## src/rtl/lsu_align_ctrl.sv

```systemverilog
// lsu_align_ctrl: load/store sequencer that aligns memory requests and extends loaded data.
// Revision 1.0 - initial release.
`default_nettype none

module lsu_align_ctrl #(
  parameter int TIMEOUT = 64,
  parameter int CNT_W   = 7
) (
  input  logic        clk,
  input  logic        rst_n,
  input  logic        in_valid,
  output logic        in_ready,
  input  logic [31:0] in_addr,
  input  logic [31:0] in_wdata,
  input  logic        in_mem_read,
  input  logic        in_mem_write,
  input  logic [2:0]  in_funct3,
  output logic        mem_req_valid,
  input  logic        mem_req_ready,
  output logic [31:0] mem_req_addr,
  output logic        mem_req_write,
  output logic [31:0] mem_req_wdata,
  output logic [7:0]  mem_req_wmask,
  input  logic        mem_resp_valid,
  input  logic [31:0] mem_resp_rdata,
  output logic        out_valid,
  input  logic        out_ready,
  output logic [31:0] out_result,
  output logic [1:0]  out_err
);

  typedef enum logic [1:0] {
    S_IDLE = 2'd0,
    S_REQ  = 2'd1,
    S_WAIT = 2'd2,
    S_RESP = 2'd3
  } state_t;

  localparam logic [1:0]       C_SZ_B     = 2'd0;
  localparam logic [1:0]       C_SZ_H     = 2'd1;
  localparam logic [1:0]       C_SZ_W     = 2'd2;
  localparam logic [1:0]       C_ERR_OK   = 2'b00;
  localparam logic [1:0]       C_ERR_MIS  = 2'b01;
  localparam logic [1:0]       C_ERR_TO   = 2'b10;
  localparam logic [CNT_W-1:0] C_CNT_LAST = CNT_W'(TIMEOUT - 1);

  state_t           r_state;
  logic [CNT_W-1:0] r_cnt;
  logic [1:0]       r_lane;
  logic [2:0]       r_funct3;
  logic             r_write;

  logic [1:0]  w_size;
  logic        w_misaligned;
  logic [3:0]  w_mask4;
  logic [31:0] w_wdata_sh;
  logic [1:0]  w_rsize;
  logic [31:0] w_lane_word;
  logic [31:0] w_load_ext;

  assign in_ready = (r_state == S_IDLE);

  // funct3[1:0] selects size; 1x (including the undefined codes) is a word.
  assign w_size = in_funct3[1] ? C_SZ_W : {1'b0, in_funct3[0]};

  assign w_misaligned = ((w_size == C_SZ_H) && in_addr[0]) ||
                        ((w_size == C_SZ_W) && (in_addr[1:0] != 2'b00));

  always_comb begin
    w_mask4 = 4'b1111;
    case (w_size)
      C_SZ_B:  w_mask4 = 4'b0001 << in_addr[1:0];
      C_SZ_H:  w_mask4 = 4'b0011 << in_addr[1:0];
      default: w_mask4 = 4'b1111;
    endcase
  end

  assign w_wdata_sh = in_wdata << {in_addr[1:0], 3'b000};

  assign w_rsize     = r_funct3[1] ? C_SZ_W : {1'b0, r_funct3[0]};
  assign w_lane_word = mem_resp_rdata >> {r_lane, 3'b000};

  always_comb begin
    w_load_ext = w_lane_word;
    case (w_rsize)
      C_SZ_B:  w_load_ext = r_funct3[2] ? {24'd0, w_lane_word[7:0]}
                                        : {{24{w_lane_word[7]}}, w_lane_word[7:0]};
      C_SZ_H:  w_load_ext = r_funct3[2] ? {16'd0, w_lane_word[15:0]}
                                        : {{16{w_lane_word[15]}}, w_lane_word[15:0]};
      default: w_load_ext = w_lane_word;
    endcase
  end

  always_ff @(posedge clk or negedge rst_n) begin
    if (!rst_n) begin
      r_state       <= S_IDLE;
      r_cnt         <= '0;
      r_lane        <= 2'b00;
      r_funct3      <= 3'b000;
      r_write       <= 1'b0;
      mem_req_valid <= 1'b0;
      mem_req_addr  <= 32'd0;
      mem_req_write <= 1'b0;
      mem_req_wdata <= 32'd0;
      mem_req_wmask <= 8'd0;
      out_valid     <= 1'b0;
      out_result    <= 32'd0;
      out_err       <= C_ERR_OK;
    end else begin
      case (r_state)
        S_IDLE: begin
          if (in_valid) begin
            r_lane   <= in_addr[1:0];
            r_funct3 <= in_funct3;
            r_write  <= in_mem_write;
            if (w_misaligned) begin
              r_state    <= S_RESP;
              out_valid  <= 1'b1;
              out_result <= 32'd0;
              out_err    <= C_ERR_MIS;
            end else if (!in_mem_read && !in_mem_write) begin
              r_state    <= S_RESP;
              out_valid  <= 1'b1;
              out_result <= 32'd0;
              out_err    <= C_ERR_OK;
            end else begin
              // Loads present a zero mask and zero data on the bus.
              r_state       <= S_REQ;
              mem_req_valid <= 1'b1;
              mem_req_addr  <= {in_addr[31:2], 2'b00};
              mem_req_write <= in_mem_write;
              mem_req_wdata <= in_mem_write ? w_wdata_sh : 32'd0;
              mem_req_wmask <= in_mem_write ? {4'b0000, w_mask4} : 8'd0;
            end
          end
        end
        S_REQ: begin
          if (mem_req_ready) begin
            r_state       <= S_WAIT;
            mem_req_valid <= 1'b0;
            r_cnt         <= '0;
          end
        end
        S_WAIT: begin
          r_cnt <= r_cnt + CNT_W'(1);
          // A response in the final counted cycle still beats the timeout.
          if (mem_resp_valid) begin
            r_state    <= S_RESP;
            out_valid  <= 1'b1;
            out_result <= r_write ? 32'd0 : w_load_ext;
            out_err    <= C_ERR_OK;
          end else if (r_cnt == C_CNT_LAST) begin
            r_state    <= S_RESP;
            out_valid  <= 1'b1;
            out_result <= 32'd0;
            out_err    <= C_ERR_TO;
          end
        end
        S_RESP: begin
          if (out_ready) begin
            r_state   <= S_IDLE;
            out_valid <= 1'b0;
          end
        end
        default: r_state <= S_IDLE;
      endcase
    end
  end

endmodule

`default_nettype wire

```

## config.mk

```make
export PLATFORM = sky130hd
export DESIGN_NAME = lsu_align_ctrl
export DESIGN_NICKNAME = d
export VERILOG_FILES = /design/src/rtl/lsu_align_ctrl.sv
export SDC_FILE = /design/constraint.sdc
export NUM_CORES = 1
export LEC_CHECK = 0
export BUFFER_PORTS_ARGS = -buffer_cell sky130_fd_sc_hd__buf_2
export CAP_MARGIN = 25
export CORE_MARGIN = 2
export CORE_UTILIZATION = 27
export DETAILED_ROUTE_END_ITERATION = 12
export PLACE_DENSITY_LB_ADDON = 0.08
export RECOVER_POWER = 50
export SYNTH_ARGS = -nofsm -noshare
export SYNTH_HDL_FRONTEND = slang
export SYNTH_SLANG_ARGS = --single-unit
export TNS_END_PERCENT = 5
```

## constraint.sdc

```tcl
create_clock -name clk -period 2.55 [get_ports clk]
set_input_delay 0.3825 -clock clk [delete_from_list [all_inputs] [get_ports clk]]
set_output_delay 0.3825 -clock clk [all_outputs]
set_load 0.01 [all_outputs]
```

==> impl_metrics.yaml, run 1 <==
drt:
  drt_iter0_drc: 189
  dr.pass1.iters: 4
  routed_via_density: 4.83
  route.detailed.drc: 0
  ant_nets: 0
  wirelength_um: 18100
  wl_per_cell_um: 17.6
  vias: 4974
logic_synthesis:
  ys_seq_area_frac: 0.500
  synth_area_per_cell_um2: 11.2
  syn_inst: 528
  ys.flop_type: "dfrtp_1"
  synth_edf_count: 0
  synth_top_area_share: 0.500
  ys_top_cells_by_area: "dfrtp_1 50%, mux2_1 7.1%, mux2i_1 5.9%"
  synth_seq_cells: 118
  async_reset_ff_frac: 1.00
  yosysTopAreaCell: "dfrtp_1"
  ys_warn_count: 0
  syn_area_mm2: 0.00591
  yosysUniqueCellTypes: 51
timing:
  slew_violations: 0
  min_period_ns: 2.30
  setup_violations: 0
  setup_ws_ns: 0.249
  finClkSkew_ns: 0.0107
  fin_tns_setup_ns: 0
  slew_headroom: 0.398
  max_freq_mhz: 435
  finalCritPeriodShare: 0.902
  tightestPinTransition_ns: 0.902
  finalHoldViolations: 0
  rsz0062_at_grt: "no"
global_routing:
  grt_usage: 0.158
  grt_pass1_vias: 5231
  grt_first_pass_wirelength_um: 29100
  grt.overflow.total: 0
  antenna_found_initial: 1
  grt_max_degree: 69
critical_path:
  cp_cell_sequence: "inv_1 -> ha_1 -> o211a_2 -> or2_1 -> buf_4 -> mux2_1"
  rr_worst_depth: 6
  cpPeakStageDelay_ns: 0.48
  cp-end-kind: "flip-flop"
  crit_cells: 6
  criticalPathCategory: "flip-flop to flip-flop"
  required_ns: 2.84
  worstPathArrival_ns: 2.59
  start_kind: "flip-flop"
  path_buf_inv: 2
  path_delay_family: "compound AO/OA/AOI/OAI gates"
  path_max_fanout: 20
  worst_path_max_delay_cell: "o211a_2"
final_layout:
  diodes: 0
  drive_gt1_frac: 0.297
  final_core_util: 0.360
  fill_cells: 2265
  mostFrequentLayoutCells: "157 x buf_2, 118 x dfrtp_1, 53 x clkbuf_1"
  fin_cells: 1030
  syn2layout_area_growth_pct: 31.8
  final_common_cell: "buf_2"
  final_nets: 851
floorplanning:
  fp.dieArea_mm2: 0.0231
  fp.coreArea_mm2: 0.0216
  ios: 217
  dieWidth_um: 152
  initial_utilization: 0.273
  die_h_um: 152
  num_rows: 54
clock_tree:
  clock_sinks: 118
  cts_tree: "done"
  clock-root-buffer: "clkbuf_16"
  path_clk_slew_ns: 0.06
  cts.path.max_buffers: 2
  cts_buffers: 17
  h-tree-depth: 4
  clkLatencyLatePin_ns: 0.41
  cts_setup_buffers: 0
placement:
  dp.cells: 997
  dp_hpwl_um: 13300
  post-place-ws_ns: 0.202
  gp_congestion: 0.755
  port_buffers: 210
worst_hold_path:
  min_path_type: "primary input to flip-flop"
  hold_depth: 2
power_and_ir_drop:
  power_per_cell_area_mw_per_mm2: 1160
  leakagePower_nw: 3.66
  ir_drop_uv: 462
flow_run:
  max-cap-violations: 0
status:
  status: "finished, final reports clean"
[synth_stat cells (all sizes together), types with 2 or more instances]
master   number
inv           9
o21ai        46
and3          2
nand2        35
or4           8
clkbuf       20
nor3          4
nor2b        18
o211ai       18
nand3b        2
o41ai         2
nor2          8
o31ai         2
or2           2
a21o          2
mux2i        35
a211o         9
nand3        10
a21oi        14
a22o         19
ha            7
a211oi       15
xnor2         7
nor4          2
o2bb2ai      17
buf          27
nor3b         2
mux2         42
a32o          9
nand2b        6
dfrtp       118
[metal layers]
layer | GRT usage | up-vias | routed length [µm]
li1 | - | 2372 | -
met3 | 0.0599 | 23 | 1400
met2 | 0.254 | 163 | 8740
met5 | 0 | - | 11
met1 | 0.199 | 2414 | 7710
met4 | 0.0472 | 2 | 252
[state kept, by name, indices dropped and copies added, names as in the netlist]
register / cells
r_write: 1
r_cnt: 7
mem_req_write: 1
out_err: 2
mem_req_wmask: 4
mem_req_valid: 1
mem_req_addr: 30
r_lane: 2
out_result: 32
r_funct3: 3
mem_req_wdata: 32
r_state: 2
out_valid: 1
[final timing paths]
kind / start / to / slack [ns]
min in group asynchronous: rst_n / out_result[3] / 0.63
worst max register to register: r_state[0] / out_result[1] / 0.25
worst min-delay path: in_addr[21] / mem_req_addr[21] / 0.18
worst max-delay path: r_state[0] / out_result[1] / 0.25
worst min register to register: mem_req_write / mem_req_write / 0.47
max in group asynchronous: rst_n / out_result[23] / 0.66
[worst reg2reg max path, cell delays in order, from the launching register on]
cell,delay (ns)
dfrtp_1,0.41
inv_1,0.13
ha_1,0.33
o211a_2,0.48
or2_1,0.24
buf_4,0.25
mux2_1,0.34
[layout make-up]
class                           instances  area [µm²]  area share
Clock buffer                           19         443      0.0569
Clock inverter                         13         133      0.0170
Sequential cell                       118        2950       0.379
Timing Repair Buffer                  232        1170       0.151
Tap cell                              280         350      0.0450
Multi-Input combinational cell        359        2700       0.347
Inverter                                9        33.8     0.00434
[kinds of logic (layout without fill, tap and decap cells)]
family | Yosys count | count (layout) | synth area share
AO/OA/AOI/OAI | 159 | 159 | 0.192
flip-flops | 118 | 118 | 0.500
AND/OR/NAND/NOR | 102 | 102 | 0.0922
multiplexers | 78 | 78 | 0.143
buffers and inverters | 56 | 273 | 0.0472
adder cells (fa/ha/maj) | 7 | 7 | 0.0148
XOR/XNOR | 7 | 7 | 0.0104
other | 1 | 6 | 0.000635
[stage by stage]
stage	power, mW	hold WS (ns)	cell area, µm²
after floorplan	5.33	0.0869	5920
after global placement	6.78	0.383	7280
after detailed placement	6.86	0.378	7280
after CTS	9.26	0.158	7870
after global routing	9.69	0.154	7780
final	9.01	0.177	7780
[power breakdown]
group	switching, mW	leakage (nW)	total, mW	internal, mW
clock network	0.880	0.275	2.34	1.45
registers	0.543	1.52	3.21	2.67
logic	1.96	1.87	3.47	1.50
total	3.39	3.66	9.01	5.63
[repair_timing]
item | in CTS | in global routing
gates resized for setup | 0 | 0
hold buffers | 1 | 0
endpoints found under the setup margin | 0 | 0
hold endpoints to repair | 32 | 0
Note: power is estimated with default switching activity, not from simulation.
==> inputs of run 2 (changes only) <==
--- a/config.mk
+++ b/config.mk
@@ -8,7 +8,7 @@
 export BUFFER_PORTS_ARGS = -buffer_cell sky130_fd_sc_hd__buf_2
 export CAP_MARGIN = 25
 export CORE_MARGIN = 2
-export CORE_UTILIZATION = 27
+export CORE_UTILIZATION = 35
 export DETAILED_ROUTE_END_ITERATION = 12
 export PLACE_DENSITY_LB_ADDON = 0.08
 export RECOVER_POWER = 50
==> impl_metrics.yaml, run 2 (synthesis gave the netlist of run 1 again) <==
drt:
  dr.pass1.iters: 4
  wl_per_cell_um: 17.2
  ant_nets: 0
  vias: 4975
  routed_via_density: 5.12
  wirelength_um: 16700
  route.detailed.drc: 0
  drt_iter0_drc: 291
power_and_ir_drop:
  ir_drop_uv: 520
  power.internal_mw: 5.57
  power_per_cell_area_mw_per_mm2: 1160
  p_comb_frac: 0.385
  leakagePower_nw: 3.66
  p_sw_mw: 3.37
  power_frac_seq: 0.357
  sw_frac_of_total: 0.377
  power_frac_clock: 0.258
timing:
  finalHoldViolations: 0
  fin_tns_setup_ns: 0
  slew_violations: 0
  setup_violations: 0
  min_period_ns: 2.25
  finClkSkew_ns: 0.00629
  rsz0062_at_grt: "no"
  tightestPinTransition_ns: 1.20
  slew_headroom: 0.197
  max_freq_mhz: 444
  finalCritPeriodShare: 0.883
critical_path:
  cp_cell_sequence: "inv_1 -> ha_1 -> nand2_1 -> or3_2 -> buf_12 -> mux2_1"
  path_max_fanout: 49
  worst_path_max_delay_cell: "or3_2"
  rr_worst_depth: 6
  cp-end-kind: "flip-flop"
  required_ns: 2.85
  worstPathArrival_ns: 2.55
  cpPeakStageDelay_ns: 0.54
  start_kind: "flip-flop"
  criticalPathCategory: "flip-flop to flip-flop"
placement:
  port_buffers: 210
  place_area_mm2: 0.00721
  dp_hpwl_um: 12400
  gp_congestion: 0.816
clock_tree:
  cts_tree: "done"
  clock_sinks: 118
  cts_buffers: 17
  clock-root-buffer: "clkbuf_16"
  cts.path.max_buffers: 2
  clkLatencyLatePin_ns: 0.42
  h-tree-depth: 4
  path_clk_slew_ns: 0.06
final_layout:
  mostFrequentLayoutCells: "157 x buf_2, 118 x dfrtp_1, 54 x clkbuf_1"
  drive_gt1_frac: 0.296
  final_nets: 851
  fin_area_mm2: 0.00771
  reg.largest.list: "mem_req_wdata: 32 flops, out_result: 32 flops, mem_req_addr: 30 flops"
  final_common_cell: "buf_2"
  syn2layout_area_growth_pct: 30.6
  fill_cells: 1625
global_routing:
  grt_usage: 0.193
  antenna_found_initial: 3
  grt_first_pass_wirelength_um: 27100
  grt.overflow.total: 0
  grt_max_degree: 75
  grt_pass1_vias: 5135
worst_hold_path:
  min_path_type: "primary input to flip-flop"
  hold_depth: 2
floorplanning:
  num_rows: 47
  ios: 217
  fp.dieArea_mm2: 0.0179
  die_h_um: 134
  dieWidth_um: 134
  fp.coreArea_mm2: 0.0165
  initial_utilization: 0.357
flow_run:
  max-cap-violations: 0
status:
  status: "finished, final reports clean"
## run 2: cell count changes in the layout (fill, tap and decap cells not counted), sizes merged
| cell | before | now |
|---|---|---|
| clkbuf | 75 | 74 |
| bufinv | 2 | 1 |
| clkinvlp | 4 | 2 |
| buf | 175 | 176 |
| inv | 9 | 13 |
| clkinv | 7 | 6 |
| diode | 0 | 2 |
## run 2: final timing paths
kind                                   from                to  slack [ns]
setup / recovery                 r_state[0]  mem_req_addr[13]        0.30
hold / removal                  in_addr[31]  mem_req_addr[31]        0.17
setup reg to reg                 r_state[0]  mem_req_addr[13]        0.30
hold reg to reg            mem_req_wmask[0]  mem_req_wmask[0]        0.47
max in group asynchronous             rst_n          r_cnt[4]        0.55
min in group asynchronous             rst_n     out_result[3]        0.73
## run 2: routing by layer
| metal | GRT usage | vias to the layer above | part of all wire |
|---|---|---|---|
| met1 | 0.244 | 2422 | 0.43 |
| met5 | 0 | - | 0 |
| met3 | 0.0748 | 23 | 0.073 |
| met2 | 0.304 | 147 | 0.48 |
| met4 | 0.0662 | 0 | 0.020 |
| li1 | - | 2383 | - |
## run 2: repair_timing
item | 4_1_cts | 5_1_grt
hold buffers | 1 | 0
hold endpoints to repair | 17 | 0
gates resized for setup | 0 | 0
buffers inserted | 0 | 0
## run 2: per-stage QoR
| stage | total power [mW] | hold WS, ns | cells | setup slack (ns) | utilization |
|---|---|---|---|---|---|
| final | 8.93 | 0.167 | 972 | 0.299 | 0.467 |
| after CTS | 9.14 | 0.148 | 970 | 0.309 | 0.472 |
| after global routing | 9.58 | 0.156 | 971 | 0.146 | 0.467 |
| after detailed placement | 6.77 | 0.294 | 937 | 0.322 | 0.436 |
| after floorplan | 5.33 | 0.0869 | 533 | 0.364 | - |
| after global placement | 6.70 | 0.292 | 937 | 0.405 | 0.436 |
## run 2: power groups by stage
| stage | sequential [mW] | clock, mW | combinational, mW |
|---|---|---|---|
| 6_report | 3.19 | 2.30 | 3.44 |
| 2_1_floorplan | 3.42 | 0 | 1.91 |
| 3_5_place_dp | 3.20 | 0 | 3.57 |
| 5_1_grt | 3.31 | 2.45 | 3.82 |
| 3_3_place_gp | 3.18 | 0 | 3.51 |
| 4_1_cts | 3.19 | 2.37 | 3.58 |
## run 2: worst max-delay path, delay by kind of cell, from the launching register on
kind	cells	cell delay, ns
mux	1	0.35
flops	1	0.41
buf+inv	2	0.35
fa+ha+maj	1	0.33
simple gates	2	0.65
## run 2: area by class of cell
| cell class | instances | area [µm²] | area share |
|---|---|---|---|
| clock inverter | 13 | 121 | 0.0157 |
| antenna | 2 | 5.00 | 0.000649 |
| timing repair buffer | 232 | 1170 | 0.152 |
| multi-input combinational | 359 | 2700 | 0.350 |
| tap | 220 | 275 | 0.0357 |
| inverter | 9 | 33.8 | 0.00438 |
| clock buffer | 19 | 453 | 0.0587 |
| sequential | 118 | 2950 | 0.383 |
